### config.mk
export PLATFORM = sky130hd
export DESIGN_NAME = field_pack_accum_flat
export DESIGN_NICKNAME = d
export VERILOG_FILES = /design/src/rtl/field_pack_accum_pkg.sv /design/src/rtl/field_pack_accum_if.sv /design/src/rtl/field_pack_accum_slot_write.sv /design/src/rtl/field_pack_accum.sv /design/src/flat_wrapper.sv
export SDC_FILE = /design/constraint.sdc
export NUM_CORES = 1
export LEC_CHECK = 0
export BUFFER_PORTS_ARGS = -buffer_cell sky130_fd_sc_hd__buf_2
export CAP_MARGIN = 20
export CORE_UTILIZATION = 25
export CTS_BUF_LIST = sky130_fd_sc_hd__clkbuf_16
export DETAILED_ROUTE_END_ITERATION = 10
export HOLD_SLACK_MARGIN = 0.03
export SKIP_CTS_REPAIR_TIMING = 1
export SYNTH_ARGS = -nofsm -noshare
export SYNTH_HDL_FRONTEND = slang
export SYNTH_HIERARCHICAL = 1
export SYNTH_SLANG_ARGS = --single-unit
### constraint.sdc
create_clock -name clk -period 1.35 [get_ports clk]
set_input_delay 0.27 -clock clk [delete_from_list [all_inputs] [get_ports clk]]
set_output_delay 0.27 -clock clk [all_outputs]
set_load 0.02 [all_outputs]
### src/rtl/field_pack_accum_pkg.sv
// Shared types and helpers for the field packer: FSM states, default
// geometry and the field-slot bit mapping used by every slot writer.
package field_pack_pkg;

  localparam int DEF_NUM_FIELDS = 4;
  localparam int DEF_FIELD_W    = 4;
  localparam bit DEF_MSB_FIRST  = 1'b1;

  typedef enum logic {
    FILL = 1'b0,
    HOLD = 1'b1
  } field_pack_state_e;

  // LSB of field k's slice; MSB-first places field 0 in the top slice,
  // matching packed-struct declaration order.
  function automatic int slot_lo(input int k, input int num_fields,
                                 input int field_w, input bit msb_first);
    if (msb_first) begin
      return (num_fields - 1 - k) * field_w;
    end
    return k * field_w;
  endfunction

  function automatic int idx_width(input int num_fields);
    return (num_fields > 1) ? $clog2(num_fields) : 1;
  endfunction

endpackage

### src/rtl/field_pack_accum_if.sv
// Beat-in / word-out bus of the field packer.
// Handshake: a transfer happens on a rising edge where valid && ready;
// the sender holds payload stable while valid is high and not yet accepted.
interface field_pack_accum_if
  import field_pack_pkg::*;
#(
  parameter int NUM_FIELDS = DEF_NUM_FIELDS,
  parameter int FIELD_W    = DEF_FIELD_W
);

  localparam int WORD_W = NUM_FIELDS * FIELD_W;
  localparam int CNT_W  = $clog2(NUM_FIELDS + 1);

  logic               in_valid;
  logic               in_ready;
  logic [FIELD_W-1:0] in_data;
  logic               in_last;

  logic               out_valid;
  logic               out_ready;
  logic [WORD_W-1:0]  out_data;
  logic [CNT_W-1:0]   out_count;
  logic               out_short;

  modport master (
    output in_valid, in_data, in_last, out_ready,
    input  in_ready, out_valid, out_data, out_count, out_short
  );

  modport slave (
    input  in_valid, in_data, in_last, out_ready,
    output in_ready, out_valid, out_data, out_count, out_short
  );

endinterface

### src/rtl/field_pack_accum_slot_write.sv
// Combinational slot replace: returns word_i with field idx_i set to data_i.
// Shared by the in-place fill path and the restart-from-zero path.
module field_slot_write
  import field_pack_pkg::*;
#(
  parameter int NUM_FIELDS = DEF_NUM_FIELDS,
  parameter int FIELD_W    = DEF_FIELD_W,
  parameter bit MSB_FIRST  = DEF_MSB_FIRST,
  parameter int IDX_W      = idx_width(NUM_FIELDS)
) (
  input  logic [NUM_FIELDS*FIELD_W-1:0] word_i,
  input  logic [IDX_W-1:0]              idx_i,
  input  logic [FIELD_W-1:0]            data_i,
  output logic [NUM_FIELDS*FIELD_W-1:0] word_o
);

  localparam int WORD_W = NUM_FIELDS * FIELD_W;
  localparam logic [WORD_W-1:0] FIELD_MASK = WORD_W'({FIELD_W{1'b1}});

  always_comb begin
    word_o = word_i;
    for (int k = 0; k < NUM_FIELDS; k++) begin
      if (int'(idx_i) == k) begin
        word_o = (word_o & ~(FIELD_MASK << slot_lo(k, NUM_FIELDS, FIELD_W, MSB_FIRST)))
               | (WORD_W'(data_i) << slot_lo(k, NUM_FIELDS, FIELD_W, MSB_FIRST));
      end
    end
  end

endmodule

### src/rtl/field_pack_accum.sv
// Assembles NUM_FIELDS field beats into one packed word and holds it on the
// output port; supports early termination (zero-filled) and gapless restart.
module field_pack_accum
  import field_pack_pkg::*;
#(
  parameter int NUM_FIELDS = DEF_NUM_FIELDS,
  parameter int FIELD_W    = DEF_FIELD_W,
  parameter bit MSB_FIRST  = DEF_MSB_FIRST
) (
  input  logic               clk,
  input  logic               rst_n,
  field_pack_accum_if.slave  bus,
  output field_pack_state_e  state_o
);

  localparam int WORD_W = NUM_FIELDS * FIELD_W;
  localparam int IDX_W  = idx_width(NUM_FIELDS);
  localparam int CNT_W  = $clog2(NUM_FIELDS + 1);
  localparam logic [IDX_W-1:0] LAST_IDX = IDX_W'(NUM_FIELDS - 1);

  field_pack_state_e state_q, state_d;
  logic [IDX_W-1:0]  idx_q, idx_d;
  logic [WORD_W-1:0] word_q, word_d;
  logic [CNT_W-1:0]  count_q, count_d;
  logic              short_q, short_d;

  logic [WORD_W-1:0] fill_word;
  logic [WORD_W-1:0] restart_word;

  field_slot_write #(
    .NUM_FIELDS (NUM_FIELDS),
    .FIELD_W    (FIELD_W),
    .MSB_FIRST  (MSB_FIRST),
    .IDX_W      (IDX_W)
  ) u_fill_write (
    .word_i (word_q),
    .idx_i  (idx_q),
    .data_i (bus.in_data),
    .word_o (fill_word)
  );

  // A beat taken during handoff starts a fresh word, so build it from zero.
  field_slot_write #(
    .NUM_FIELDS (NUM_FIELDS),
    .FIELD_W    (FIELD_W),
    .MSB_FIRST  (MSB_FIRST),
    .IDX_W      (IDX_W)
  ) u_restart_write (
    .word_i ('0),
    .idx_i  ('0),
    .data_i (bus.in_data),
    .word_o (restart_word)
  );

  always_ff @(posedge clk or negedge rst_n) begin
    if (!rst_n) begin
      state_q <= FILL;
      idx_q   <= '0;
      word_q  <= '0;
      count_q <= '0;
      short_q <= 1'b0;
    end else begin
      state_q <= state_d;
      idx_q   <= idx_d;
      word_q  <= word_d;
      count_q <= count_d;
      short_q <= short_d;
    end
  end

  always_comb begin
    state_d = state_q;
    idx_d   = idx_q;
    word_d  = word_q;
    count_d = count_q;
    short_d = short_q;

    case (state_q)
      FILL: begin
        if (bus.in_valid) begin
          word_d = fill_word;
          if ((idx_q == LAST_IDX) || bus.in_last) begin
            state_d = HOLD;
            count_d = CNT_W'(idx_q) + CNT_W'(1);
            short_d = bus.in_last && (idx_q != LAST_IDX);
            idx_d   = '0;
          end else begin
            idx_d = idx_q + IDX_W'(1);
          end
        end
      end

      HOLD: begin
        if (bus.out_ready) begin
          if (bus.in_valid) begin
            word_d = restart_word;
            if (bus.in_last || (NUM_FIELDS == 1)) begin
              state_d = HOLD;
              count_d = CNT_W'(1);
              short_d = (NUM_FIELDS > 1);
              idx_d   = '0;
            end else begin
              state_d = FILL;
              idx_d   = IDX_W'(1);
            end
          end else begin
            state_d = FILL;
            word_d  = '0;
            idx_d   = '0;
          end
        end
      end

      default: begin
        state_d = FILL;
        idx_d   = '0;
        word_d  = '0;
      end
    endcase
  end

  assign bus.in_ready  = (state_q == FILL) || bus.out_ready;
  assign bus.out_valid = (state_q == HOLD);
  assign bus.out_data  = word_q;
  assign bus.out_count = count_q;
  assign bus.out_short = short_q;
  assign state_o       = state_q;

endmodule

### src/flat_wrapper.sv
// flat-port wrapper written by rule: the top's interface ports become plain ports
module field_pack_accum_flat import field_pack_pkg::*;
#(
  parameter int NUM_FIELDS = DEF_NUM_FIELDS,
  parameter int FIELD_W    = DEF_FIELD_W,
  parameter bit MSB_FIRST  = DEF_MSB_FIRST
)
  (clk, rst_n, state_o, bus_in_valid, bus_in_data, bus_in_last, bus_out_ready, bus_in_ready, bus_out_valid, bus_out_data, bus_out_count, bus_out_short);
  field_pack_accum_if #(.NUM_FIELDS(NUM_FIELDS), .FIELD_W(FIELD_W)) bus_i ();
  input  logic clk;
  input  logic rst_n;
  output field_pack_state_e state_o;
  input wire logic [$bits(bus_i.in_valid)-1:0] bus_in_valid;
  input wire logic [$bits(bus_i.in_data)-1:0] bus_in_data;
  input wire logic [$bits(bus_i.in_last)-1:0] bus_in_last;
  input wire logic [$bits(bus_i.out_ready)-1:0] bus_out_ready;
  output wire logic [$bits(bus_i.in_ready)-1:0] bus_in_ready;
  output wire logic [$bits(bus_i.out_valid)-1:0] bus_out_valid;
  output wire logic [$bits(bus_i.out_data)-1:0] bus_out_data;
  output wire logic [$bits(bus_i.out_count)-1:0] bus_out_count;
  output wire logic [$bits(bus_i.out_short)-1:0] bus_out_short;
  assign bus_i.in_valid = bus_in_valid;
  assign bus_i.in_data = bus_in_data;
  assign bus_i.in_last = bus_in_last;
  assign bus_i.out_ready = bus_out_ready;
  assign bus_in_ready = bus_i.in_ready;
  assign bus_out_valid = bus_i.out_valid;
  assign bus_out_data = bus_i.out_data;
  assign bus_out_count = bus_i.out_count;
  assign bus_out_short = bus_i.out_short;
  field_pack_accum #(.NUM_FIELDS(NUM_FIELDS), .FIELD_W(FIELD_W), .MSB_FIRST(MSB_FIRST)) u_core (.clk(clk), .rst_n(rst_n), .bus(bus_i), .state_o(state_o));
endmodule
# Word-level counts from Yosys, hierarchy flattened
# Cells that the tools add are included.
# Widths: inputs -> output; s select.
# totals
regBits	23
input_bits	9
word_cells	88
out_inout_bits	23
# op_classes
n_eq_ne	10
n_reduce_logical	6
mux	44
shift	8
n_bitwise	13
add_sub_neg	2
# op_table
cell	n
$mux 32	4
$shl 4x32->16	4
$shl 4x32->16 const A	4
$mux 16	7
$and 16x16->16	4
$not 16->16	4
$or 16x16->16	4
$pmux 16 s2	1
$mux 1	16
$mux 4	4
$mux 3	5
$ne 2x2->1 const B	5
$eq 2x2->1 const B	3
$mux 2	3
$pmux 3 s2	1
$reduce_and 5->1	1
$pmux 1 s2	2
$pmux 2 s2	1
$add 2x1->3 const B	1
$add 2x1->2 const B	1
$eq 2x1->1 const B	1
$logic_not 2->1	1
$logic_or 1x1->1	2
$ne 2x1->1 const B	1
3 further kinds	3

# Longest topological paths before layout
# logic_depth
depth_word	20
depth_mapped	5
depth_no_buf	4

# Hierarchy
# Netlist, hierarchy kept.
# modules_own_cells
mod	seq_area_each_um2	cells_per_inst	area_per_inst_um2	instances
field_pack_accum	575.6	144	1310.0	1
field_slot_write	0.0	20	220.2	2

# Least setup slack after synthesis
# No wires, ideal clock.
# synth_timing
path_kind	reg-to-reg
startpoint	register u_core.idx_q[0]
endpoint	register u_core.count_q[1] (netlist: u_core/bus.out_count[1])
path_stages_with_launch	5
arrival_ps	1300
t_required_ps	1225
path_slack_ps	-75
setup_time_ps	125
cell_sequence	dfrtp_1 -> ha_1 -> nor2_1 -> nor3b_2 -> mux2_2
# synth_via
elab_chain_cells	4
elab_cells_between_ends	8
classes_between	add/sub: 1; eq/ne: 2; mux: 3; reduce/logical: 2
# synth_rtl
item	line_no	text
start: declaration	field_pack_accum.sv:22	logic [IDX_W-1:0] idx_q, idx_d;
start signal: assignment	field_pack_accum.sv:64	idx_q <= idx_d;
$add 2x1->3 / $eq 2x2->1 (equally long branches)	field_pack_accum.sv:84, field_pack_accum.sv:82	
$mux 3 / $logic_or 1x1->1 (equally long branches)	field_pack_accum.sv:82	if ((idx_q == LAST_IDX) || bus.in_last) begin
$mux 3 / $ne 2x1->1 (equally long branches)	-	
$pmux 3 s2 / $reduce_and 5->1 (equally long branches)	-	
end signal: assignment	field_pack_accum.sv:66	count_q <= count_d;
end: declaration	field_pack_accum.sv:24	logic [CNT_W-1:0] count_q, count_d;
# Parallel ways exist; a longest one is shown, timed or not. The select of a mux whose other input is x is not followed.
# A chain may end at the register's enable or synchronous reset.

# Final worst setup path
# layout_timing
startpoint	register u_core.idx_q[0]
endpoint	register u_core.word_q[7] (netlist: u_core/bus.out_data[7])
# layout_via
elab_chain_cells	13
elab_cells_between_ends	16
classes_between	eq/ne: 3; mux: 6; bitwise: 6; reduce/logical: 1
# layout_rtl
item	line_no	text
$logic_not 2->1	field_pack_accum_slot_write.sv:23	if (int'(idx_i) == k) begin
$mux 16	field_pack_accum_slot_write.sv:23	
$and 16x16->16	field_pack_accum_slot_write.sv:24	word_o = (word_o & ~(FIELD_MASK << slot_lo(k, NUM_FIELDS, FIELD_W, MSB_FIRST)))
$or 16x16->16	field_pack_accum_slot_write.sv:25	| (WORD_W'(data_i) << slot_lo(k, NUM_FIELDS, FIELD_W, MSB_FIRST));
$mux 16	field_pack_accum_slot_write.sv:23	
$and 16x16->16	field_pack_accum_slot_write.sv:24	
$or 16x16->16	field_pack_accum_slot_write.sv:25	
$mux 16	field_pack_accum_slot_write.sv:23	
$and 16x16->16	field_pack_accum_slot_write.sv:24	
$or 16x16->16	field_pack_accum_slot_write.sv:25	
$mux 16 *	field_pack_accum_slot_write.sv:23	
named net u_core.fill_word[7]	field_pack_accum.sv:27	logic [WORD_W-1:0] fill_word;
$mux 16 *	field_pack_accum.sv:80	if (bus.in_valid) begin
$pmux 16 s2 *	field_pack_accum.sv:78	case (state_q)
end signal: assignment	field_pack_accum.sv:65	word_q <= word_d;
end: declaration	field_pack_accum.sv:23	logic [WORD_W-1:0] word_q, word_d;
# Mark *: on every way through the listed nets, which the timed path passes. The rest lies on a longest branch. The select of a mux whose other input is x is not followed.

==> summary.md <==
| Metric | Value |
|---|---|
| Share of flip-flops with an asynchronous set or reset | 100% |
| Reg2Reg Setup Slack | -0.08 ns |
| Pre-Repair DR Iteration Count | 4 |
| Max Cap Viol | 0 |
| Core Area | just under 7000 sq um |
| Worst-path clk slew | around 0.060 ns |
| Area contributors post-synth | dfrtp_1 33%, mux2_2 21%, nor2b_1 12% |
| Setup crit end kind | flip-flop |
| Number of synthesized flops with an enable pin | 0 |
| PwrDens | 1260 nW/um^2 |
| Clk sinks | 23 |
| Slew Limit Fails | 0 |
| Slew @ Worst Pin | between 0.5 and 0.6 ns |
| Initial antenna violation count | 0 |
| Clk pwr share | 22.0% |
| NumNets Final | 252 |
| Detailed Route WL | 4410 um |
| Share of cells above drive strength 1 | 42.7% |
| Distinct cells, synth | 31 |
| Via-to-Cell Ratio | 4.47 |
| CP Max Fanout | 6 |
| DR vias | 1,507 |
| Gpl congestion | 0.744 |
| Met3 usage | between 1.5 and 2% |
| Fin util | 34.1% |
| Main synth FF type | dfrtp_1 |
| Remaining antenna violation count | 0 |
| Vias in the first global route | 1,465 |
| Yosys warnings | 6 |
| H-tree depth | 1 |
| Switching Share | 36.0% |
| RSZ-0062 raised after global routing | yes |
| Yosys top cell by area | dfrtp_1 |
| Largest net degree at the start of global routing | 24 |
| Clock Skew | 0.00423 ns |
| Placed Area | 2140 sq um |
| Lkg Pwr | 0.984 nW |
| Hold slack | -0.00169 ns |
| Min Tclk post-route | about 1.4 ns |
| Final setup viols | 17 |
| Multi-input gate area | ~1300 sq um |
| CTS Buf Count | 3 |
| Clk Latency, worst-skew pair | between 0.2 and 0.3 ns |
| Syn_area_per_cell | roughly 9.5 sq um |
| Slew margin rel. | between 60% and 70% |
| CTS Buffer Depth | 2 |
| Top-area cell type share of the netlist area | about a third |
| Most used routing layer | met2 |
| Top achievable clock speed | about 700 MHz |
| Congestion Overflow GR | 0 |
| TNS Setup | -0.914 ns |
| # diodes | 0 |
| Reg-to-reg startpoint | u_core/idx_q[0] |
| Period utilization | 106% |
| Worst vdd ir | approximately 480 uV |
| Die W | 85.7 um |
| Seq pwr share | 34.6% |
| Post-route setup slack | -0.0834 ns |
| Layout Area Growth over Synthesis | 32.5% |
| Initial Utilization | between 20% and 30% |
| P_int | roughly 1.9 mW |
| Root Buffer | clkbuf_16 |
| Mapped Cells | 184 |
| Worst r2r dst | u_core/bus.out_data[7] |
| Crit path kind | flip-flop to flip-flop |
| Boundary pin count | 32 |
| Post-synthesis register bit count | 23 |
| Psw | 1.05 mW |
| Hold Crit Class | primary input to asynchronous set/reset pin |
| Critical path launch point | u_core/idx_q[0] |
| HPWL after detailed placement | 3060 um |
| Status | finished with violations |
| Routed wire per std cell | 13.1 um |
| Row count | 30 |
| PortBufs | 31 |
| Fill cells | 719 |
| Die Span Y | around 86 um |
| Die area | 7340 sq um |
| Post-Syn Area | 1750 sq um |
| TritonCTS clock tree | done |
| GRT met2 Usage | 20.6% |
| Combinational share of power | between 40% and 50% |
| Sequential area share after synthesis | 32.9% |
| First-pass GRT wire length | 7330 um |
| Final Hold Vio Count | 4 |
| Critical Path RT | 1.48 ns |
| Failing checks | negative hold slack, negative setup slack |
| DRC | 0 |
| Startpoint Class | flip-flop |
| Total track usage | between 10% and 20% |
| Worst reg2reg path depth | 4 |
| Post-route design area | 2320 sq um |
| Arr. time, crit path | 1.57 ns |
| FF+latch area | 579 sq um |
| DRC violation total after the first TritonRoute iteration | 89 |
| Grt met1 use | 17.4% |
## power by group through the flow
stage	clock network [mW]	logic, mW	registers (mW)
global route	0.702	1.38	1.04
CTS	0.672	1.16	1.00
detailed placement	0	1.15	1.01
floorplan	0	0.659	1.16
global placement	0	1.13	1.00
finish	0.642	1.27	1.01
## layout by cell type, fill, tap and decap left out
master     count
nor2b_1       34
a21oi_1       33
buf_2         31
mux2_2        24
conb_1        24
dfrtp_1       20
buf_4         12
mux2_4         9
a211oi_2       9
a211oi_1       7
nand2b_4       5
inv_1          4
clkbuf_16      3
dfrtp_2        3
nand2_1        2
nor2_2         2
and3_1         2
nand2_2        2
o21ai_0        1
and2_1         1
a21boi_1       1
nor3b_2        1
mux2i_1        1
nor2_1         1
o221ai_1       1
o31a_1         1
a31oi_1        1
o22ai_1        1
nand3b_1       1
o21ai_1        1
o21a_1         1
ha_4           1
nor2_4         1
## area by class of cell
| cell class | instances | share of cell area (%) |
|---|---|---|
| inverters | 3 | 0.486 |
| well taps | 96 | 5.18 |
| repair buffers | 43 | 10.6 |
| multi-input cells | 168 | 55.4 |
| clock buffers | 3 | 3.24 |
| flip-flops and latches | 23 | 25.0 |
| clock inverters | 1 | 0.162 |
## registers in the layout (all words and copies together) (netlist names)
signal                count
u_core/bus.out_valid      1
u_core/bus.out_count      3
u_core/idx_q              2
u_core/bus.out_short      1
u_core/bus.out_data      16
## kinds of logic (layout without fill, tap and decap cells)
logic type               count (synthesis)  count (layout)  share of synthesized area [%]
buffers and inverters                   16              50                           4.79
multiplexers                            34              34                           21.8
flip-flops                              23              23                           32.9
adder cells (fa/ha/maj)                  1               1                          0.715
AO/OA/AOI/OAI                           57              57                           19.4
other                                    1              24                          0.214
AND/OR/NAND/NOR                         52              52                           20.2
## stage by stage
stage / cells / setup slack (ns) / power [mW]
2_1_floorplan: 207 / -0.0219 / 1.82
3_3_place_gp: 333 / -0.0566 / 2.13
3_5_place_dp: 333 / -0.0905 / 2.16
4_1_cts: 337 / -0.170 / 2.83
5_1_grt: 337 / -0.145 / 3.13
6_report: 337 / -0.0834 / 2.92
## worst max path at each step
| stage | slack (ns) | endpoint | cells after the start |
|---|---|---|---|
| detailed placement | -0.09 | u_core/bus.out_data[15] | 4 |
| finish | -0.08 | u_core/bus.out_data[7] | 4 |
| global route | -0.14 | u_core/bus.out_data[7] | 4 |
| global placement | -0.06 | u_core/bus.out_data[14] | 4 |
| floorplan | -0.02 | u_core/bus.out_count[1] | 4 |
| CTS | -0.17 | u_core/bus.out_data[12] | 4 |
## synthesized netlist by cell type, types with 2 or more instances
cell type   n
a211oi_1   16
a21oi_1    33
and3_1      2
buf_2       7
buf_4       4
dfrtp_1    23
inv_1       3
mux2_2     33
nand2_1     2
nand2_2     2
nand2b_4    4
nor2_1      2
nor2_2      2
nor2b_1    34
## worst max-delay path: stages (launching register included)
cell and delay, ns:
dfrtp_2 0.48, nand2b_4 0.20, mux2_2 0.33, a211oi_1 0.23, a21oi_1 0.06
## metal layers
metal | wire length, um | share of wire, %
met5 | 0 | 0
met4 | 19 | 0.43
met3 | 116 | 2.6
met2 | 2100 | 47
met1 | 2180 | 49
(Power assumes the default switching activity.)
